**src/rtl/fu_pkg.sv**
```systemverilog
// -----------------------------------------------------------------------------
// fu_pkg
// Shared definitions for the functional-unit issue controller:
//   - data/opcode widths and opcode constants
//   - issue FSM state encoding
//   - queued operation record
//   - priority encoder mapping an instruction word to its 3-bit opcode
// -----------------------------------------------------------------------------
package fu_pkg;

    localparam int DATA_W = 8;
    localparam int OP_W   = 3;

    localparam logic [OP_W-1:0]   OP_BIT0       = 3'b000;
    localparam logic [OP_W-1:0]   OP_BIT7       = 3'b111;
    localparam logic [DATA_W-1:0] INSTR_ILLEGAL = 8'h00;
    localparam logic [DATA_W-1:0] CNT_MAX       = 8'hFF;

    typedef enum logic [1:0] {
        ST_IDLE  = 2'b00,
        ST_ISSUE = 2'b01,
        ST_HOLD  = 2'b10
    } fu_state_t;

    typedef struct packed {
        logic [DATA_W-1:0] instr;
        logic [DATA_W-1:0] a;
        logic [DATA_W-1:0] b;
        logic [DATA_W-1:0] c;
    } fu_entry_t;

    // Highest set bit wins; scanning upward lets later (higher) bits override.
    // An all-zero word encodes as OP_BIT0 but is never issued.
    function automatic logic [OP_W-1:0] prio_encode(input logic [DATA_W-1:0] instr);
        logic [OP_W-1:0] enc;
        enc = OP_BIT0;
        for (int k = 0; k < DATA_W; k++) begin
            if (instr[k]) begin
                enc = OP_W'(k);
            end
        end
        return enc;
    endfunction

endpackage

```
**src/rtl/fu_fifo.sv**
```systemverilog
// -----------------------------------------------------------------------------
// fu_fifo
// Synchronous DEPTH-entry FIFO of fu_entry_t records (DEPTH a power of two).
// Ports:
//   clk, rst_n        clock, asynchronous active-low reset
//   push, wr_data     write request and record (ignored when full)
//   pop               read request (ignored when empty); rd_data shows the head
//   full, empty       status decoded from the registered occupancy
//   count             registered occupancy, 0..DEPTH
// -----------------------------------------------------------------------------
module fu_fifo
    import fu_pkg::*;
#(
    parameter int DEPTH = 4,
    localparam int AW   = $clog2(DEPTH),
    localparam int CW   = AW + 1
) (
    input  logic          clk,
    input  logic          rst_n,
    input  logic          push,
    input  fu_entry_t     wr_data,
    input  logic          pop,
    output fu_entry_t     rd_data,
    output logic          full,
    output logic          empty,
    output logic [CW-1:0] count
);

    fu_entry_t     mem_r [DEPTH];
    logic [AW-1:0] wr_ptr_r;
    logic [AW-1:0] rd_ptr_r;
    logic [CW-1:0] count_r;
    logic          push_s;
    logic          pop_s;

    assign full    = (count_r == CW'(DEPTH));
    assign empty   = (count_r == {CW{1'b0}});
    assign count   = count_r;
    assign rd_data = mem_r[rd_ptr_r];
    assign push_s  = push & ~full;
    assign pop_s   = pop & ~empty;

    // Storage, pointers and occupancy; pointers wrap naturally at DEPTH.
    always_ff @(posedge clk or negedge rst_n) begin
        if (!rst_n) begin
            for (int i = 0; i < DEPTH; i++) begin
                mem_r[i] <= '{8'h00, 8'h00, 8'h00, 8'h00};
            end
            wr_ptr_r <= {AW{1'b0}};
            rd_ptr_r <= {AW{1'b0}};
            count_r  <= {CW{1'b0}};
        end else begin
            if (push_s) begin
                mem_r[wr_ptr_r] <= wr_data;
                wr_ptr_r        <= wr_ptr_r + AW'(1);
            end
            if (pop_s) begin
                rd_ptr_r <= rd_ptr_r + AW'(1);
            end
            case ({push_s, pop_s})
                2'b10:   count_r <= count_r + CW'(1);
                2'b01:   count_r <= count_r - CW'(1);
                default: count_r <= count_r;
            endcase
        end
    end

endmodule

```
**src/rtl/fu_issue_ctrl.sv**
```systemverilog
// -----------------------------------------------------------------------------
// fu_issue_ctrl
// Queues operations, issues them one at a time to an external combinational
// functional unit, and holds each captured result until downstream takes it.
// All-zero instructions are discarded on pop and counted.
// Ports:
//   clk, rst_n                  clock, asynchronous active-low reset
//   in_valid/in_ready           upstream handshake
//   in_instr, in_a/b/c          operation offered upstream
//   fu_instr, fu_a/b/c, fu_sel  registered drive to the functional unit
//   fu_f                        functional-unit result (combinational from fu_*)
//   out_valid/out_ready         downstream handshake
//   out_data, out_op            captured result and its opcode
//   illegal_cnt                 saturating count of dropped all-zero instructions
// -----------------------------------------------------------------------------
module fu_issue_ctrl
    import fu_pkg::*;
#(
    parameter int DEPTH = 4
) (
    input  logic              clk,
    input  logic              rst_n,
    input  logic              in_valid,
    output logic              in_ready,
    input  logic [DATA_W-1:0] in_instr,
    input  logic [DATA_W-1:0] in_a,
    input  logic [DATA_W-1:0] in_b,
    input  logic [DATA_W-1:0] in_c,
    output logic [DATA_W-1:0] fu_instr,
    output logic [DATA_W-1:0] fu_a,
    output logic [DATA_W-1:0] fu_b,
    output logic [DATA_W-1:0] fu_c,
    output logic [OP_W-1:0]   fu_sel,
    input  logic [DATA_W-1:0] fu_f,
    output logic              out_valid,
    input  logic              out_ready,
    output logic [DATA_W-1:0] out_data,
    output logic [OP_W-1:0]   out_op,
    output logic [DATA_W-1:0] illegal_cnt
);

    localparam int CW = $clog2(DEPTH) + 1;

    fu_entry_t         in_entry_s;
    fu_entry_t         head_s;
    logic              full_s;
    logic              empty_s;
    logic [CW-1:0]     count_s;
    logic              push_s;
    logic              pop_s;
    logic              head_legal_s;

    fu_state_t         state_r;
    fu_state_t         state_next_s;
    logic              load_s;
    logic              drop_s;
    logic              capture_s;
    logic              release_s;

    logic [DATA_W-1:0] fu_instr_r;
    logic [DATA_W-1:0] fu_a_r;
    logic [DATA_W-1:0] fu_b_r;
    logic [DATA_W-1:0] fu_c_r;
    logic [OP_W-1:0]   fu_sel_r;
    logic              out_valid_r;
    logic [DATA_W-1:0] out_data_r;
    logic [OP_W-1:0]   out_op_r;
    logic [DATA_W-1:0] illegal_cnt_r;

    assign in_entry_s   = '{in_instr, in_a, in_b, in_c};
    // Ready comes from the registered occupancy only, so a same-cycle pop
    // never opens a slot early.
    assign in_ready     = (count_s != CW'(DEPTH));
    assign push_s       = in_valid & ~full_s;
    assign head_legal_s = (head_s.instr != INSTR_ILLEGAL);

    fu_fifo #(
        .DEPTH (DEPTH)
    ) u_fifo (
        .clk     (clk),
        .rst_n   (rst_n),
        .push    (push_s),
        .wr_data (in_entry_s),
        .pop     (pop_s),
        .rd_data (head_s),
        .full    (full_s),
        .empty   (empty_s),
        .count   (count_s)
    );

    // FSM state register.
    always_ff @(posedge clk or negedge rst_n) begin
        if (!rst_n) begin
            state_r <= ST_IDLE;
        end else begin
            state_r <= state_next_s;
        end
    end

    // Next-state and datapath control. A pop happens from IDLE, or from HOLD
    // on the same edge the held result is taken, giving one result per two
    // cycles when downstream is always ready.
    always_comb begin
        state_next_s = state_r;
        pop_s        = 1'b0;
        load_s       = 1'b0;
        drop_s       = 1'b0;
        capture_s    = 1'b0;
        release_s    = 1'b0;
        case (state_r)
            ST_IDLE: begin
                if (!empty_s) begin
                    pop_s = 1'b1;
                    if (head_legal_s) begin
                        load_s       = 1'b1;
                        state_next_s = ST_ISSUE;
                    end else begin
                        drop_s       = 1'b1;
                        state_next_s = ST_IDLE;
                    end
                end else begin
                    state_next_s = ST_IDLE;
                end
            end
            ST_ISSUE: begin
                capture_s    = 1'b1;
                state_next_s = ST_HOLD;
            end
            ST_HOLD: begin
                if (out_valid_r && out_ready) begin
                    release_s = 1'b1;
                    if (!empty_s) begin
                        pop_s = 1'b1;
                        if (head_legal_s) begin
                            load_s       = 1'b1;
                            state_next_s = ST_ISSUE;
                        end else begin
                            drop_s       = 1'b1;
                            state_next_s = ST_IDLE;
                        end
                    end else begin
                        state_next_s = ST_IDLE;
                    end
                end else begin
                    state_next_s = ST_HOLD;
                end
            end
            default: begin
                state_next_s = ST_IDLE;
            end
        endcase
    end

    // Issue registers, result capture and illegal-instruction counter.
    always_ff @(posedge clk or negedge rst_n) begin
        if (!rst_n) begin
            fu_instr_r    <= 8'h00;
            fu_a_r        <= 8'h00;
            fu_b_r        <= 8'h00;
            fu_c_r        <= 8'h00;
            fu_sel_r      <= OP_BIT0;
            out_valid_r   <= 1'b0;
            out_data_r    <= 8'h00;
            out_op_r      <= OP_BIT0;
            illegal_cnt_r <= 8'h00;
        end else begin
            if (load_s) begin
                fu_instr_r <= head_s.instr;
                fu_a_r     <= head_s.a;
                fu_b_r     <= head_s.b;
                fu_c_r     <= head_s.c;
                fu_sel_r   <= prio_encode(head_s.instr);
            end
            if (drop_s && (illegal_cnt_r != CNT_MAX)) begin
                illegal_cnt_r <= illegal_cnt_r + 8'd1;
            end
            if (capture_s) begin
                out_data_r  <= fu_f;
                out_op_r    <= fu_sel_r;
                out_valid_r <= 1'b1;
            end else if (release_s) begin
                out_valid_r <= 1'b0;
            end
        end
    end

    assign fu_instr    = fu_instr_r;
    assign fu_a        = fu_a_r;
    assign fu_b        = fu_b_r;
    assign fu_c        = fu_c_r;
    assign fu_sel      = fu_sel_r;
    assign out_valid   = out_valid_r;
    assign out_data    = out_data_r;
    assign out_op      = out_op_r;
    assign illegal_cnt = illegal_cnt_r;

endmodule
```
**config.mk**
```make
export PLATFORM = sky130hd
export DESIGN_NAME = fu_issue_ctrl
export DESIGN_NICKNAME = d
export VERILOG_FILES = /design/src/rtl/fu_pkg.sv /design/src/rtl/fu_fifo.sv /design/src/rtl/fu_issue_ctrl.sv
export SDC_FILE = /design/constraint.sdc
export NUM_CORES = 1
export LEC_CHECK = 0
export BUFFER_PORTS_ARGS = -buffer_cell sky130_fd_sc_hd__buf_4
export CORE_UTILIZATION = 62
export DETAILED_ROUTE_END_ITERATION = 6
export PLACE_DENSITY = 0.87
export SYNTH_ARGS = -nofsm -noshare
export SYNTH_HDL_FRONTEND = slang
export SYNTH_SLANG_ARGS = --single-unit
export TNS_END_PERCENT = 10
```
**constraint.sdc**
```tcl
create_clock -name clk -period 7.25 [get_ports clk]
set_input_delay 1.45 -clock clk [delete_from_list [all_inputs] [get_ports clk]]
set_output_delay 1.45 -clock clk [all_outputs]
set_load 0.01 [all_outputs]
```
==> metrics.txt <==
run status=complete, no violations; Mapped Cells=503; Worst-Margin Slew=approximately 1 ns; Port Buf Inserts=99; iteration count of the initial detailed-routing pass=4; syn nets=554; core area=12,770 µm²; Reg2Reg Setup Slack=3.96 ns; post-CTS repair timing setup buffer count=0; flops & latches, synth=192; worst endpoint data arrival time=3.60 ns; critical path class=register to register; number of DRC markers in iteration 0=between 200 and 300; Vias per Instance=5.833; reg2reg start=u_fifo.rd_ptr_r[0]; most used cell, CP=buf_4; Design Area, Final=9682 µm²; post-synthesis sequential area ratio=0.5830; Congestion Overflow GR=0; WHS Path Cells=1; FMAX=0.3039 GHz; Layout area overhead=17.47%; Cell Rows=41; clk_lat worst skew=0.43 ns; DP Wirelength=9785 µm; HP Class=register to register; Rel. slew slack=0.3130; Post-Synth XOR/XNOR Area=0.01382; initial antenna violation count=0; ys flop type=dfrtp_1; CP max stage cell=dfrtp_2; Top delay family on crit path=multiplexers; end of the worst hold path=out_valid; initial core utilization=0.6452; Synth Area in Adders=0.01154; worst path cell trace=buf_4 > mux4_2 > nor4_4 > a21oi_4 > buf_4 > mux2_4; largest area contributor in the netlist=dfrtp_1; PD cells=511.2 nW/µm²; Synth top area share=0.5830; n_diodes=0; peak supply drop=215.6 µV; multiplexer area fraction after synthesis=0.3338; CTS sink count=192; drt drc=0; slowest stage delay, CP=0.74 ns; unrepaired setup endpoints after global routing=false; Crit. End Element=register; Commonest cells post-synth=dfrtp_1, mux2_2, mux4_2; drt wl/cell=20.24 µm; drt total wl=between 15,000 and 20,000 µm; fin crit period=3.290 ns; Worst Hold Launch=state_r[1]; share of cells above drive strength 1=0.5637; first-pass GRT wire length=between 20,000 and 30,000 µm; Max clock buf depth=2; CTS Hold Buffers Added=0; critical path launch point type=register; Worst Path Required=7.56 ns; Placed Area=9116 µm²; number of flops mapped to enable cells by yosys=0; cts bufs inserted=17; top cells by area, synth=dfrtp_1, mux2_2, mux4_2; Lkg Pwr=0.004328 µW; clock skew=0.008324 ns; antenna-violating nets left=0; Yosys Warn Count=0; die width=117.3 µm; Setup crit start=u_fifo.rd_ptr_r[0]; clock slew at reported path FFs=0.06 ns; largest family of logic cells by synthesized area=multiplexers; setup violators final=0; FILL cells=761; All-Layer GR Usage=0.2522; fin nets=650; GPL Wtd Cong=0.7467; largest net degree at the start of global routing=~110; Pins Over Slew Limit=0; top-count cell post-synth=dfrtp_1; vias in the first global route=4,825; CTS tree=yes; Post-Synth Simple-Gate Area=0.02626; Resized cells post-CTS=0; reg2reg end=fu_b[6]; die height=roughly 120 µm; post-synthesis compound-gate area fraction=0.01002; setup TNS=0 ns; Final Hold Viols=0; Mapped Area=8242 µm²; worst path bufs/invs=2; Vias=4,573; CP Max Fanout=37; I/O pins=100; H-tree depth=4; Max-Cap Viols=0; Root Driver=clkbuf_16; Avg Inst Size Synth=16.38 µm²; post-synthesis cell type count=32; DIE AREA=around 14,000 µm²; ys async rst share=1.000; cell depth of the worst flop-to-flop path=6; period utilization=0.4538
[through the flow]
step / total power, µW / std cells / utilization / setup WS, ns / hold slack [ns]
5_1_grt: 5218 / 784 / 0.7580 / 3.775 / 0.5078
3_3_place_gp: 3919 / 752 / 0.7137 / 3.881 / 0.4681
6_report: 4949 / 784 / 0.7580 / 3.960 / 0.4955
3_5_place_dp: 4059 / 752 / 0.7137 / 3.815 / 0.4879
4_1_cts: 4992 / 784 / 0.7580 / 3.917 / 0.4948
2_1_floorplan: 3450 / 503 / - / 4.097 / 0.4561
[logic make-up after synthesis]
logic type	count (synthesis)
flops	192
mux	204
compound gates	14
simple gates	36
buf+inv	37
xor+xnor	13
fa+ha+maj	7
[cell usage in the layout, fill, tap and decap left out, drive strengths merged, types with 7 or more instances in the layout]
cell type and n:
buf 101, inv 13, xnor2 8, mux2 172
nand2 10, clkbuf 23, dfrtp 192, mux4 32
a21oi 7
[final cells by class]
cell class,count,area (µm²),share of cell area
well taps,172,215.2,0.02223
repair buffers,102,772.0,0.07974
inverters,12,45.04,0.004652
flip-flops and latches,192,4807,0.4965
multi-input cells,274,3277,0.3385
clock inverters,10,111.4,0.01150
clock buffers,22,454.2,0.04691
[worst register-to-register path, stage by stage, from the launching register on]
cell and delay, ns:
dfrtp_2 0.74, buf_4 0.47, mux4_2 0.65, nor4_4 0.46
a21oi_4 0.10, buf_4 0.35, mux2_4 0.42
[per-layer routing]
metal / track usage / vias to the layer above / share of wire
li1: - / 2016 / -
met1: 0.3271 / 2432 / 0.43
met2: 0.4216 / 111 / 0.51
met3: 0.05407 / 14 / 0.045
met4: 0.09451 / 0 / 0.011
met5: 0 / - / 0
[where the power goes]
part / total [µW] / switching (µW) / internal [µW]
clock network: 902 / 387 / 516
registers: 1990 / 370 / 1620
logic: 2060 / 803 / 1250
[sequential cells by signal (all words and copies together) (netlist names)]
name             count
u_fifo.rd_ptr_r      2
fu_a                 8
out_op               3
u_fifo.mem_r       128
fu_instr             8
state_r              2
u_fifo.count         3
illegal_cnt          8
u_fifo.wr_ptr_r      2
fu_b                 8
fu_c                 8
out_valid            1
fu_sel               3
out_data             8
[worst max-delay path by stage]
stage,end,cells past startpoint
floorplan,u_fifo.count[2],10
global placement,fu_c[2],6
detailed placement,u_fifo.count[2],10
CTS,fu_b[6],6
global route,fu_c[6],6
finish,fu_b[6],6
(Power assumes the default switching activity.)
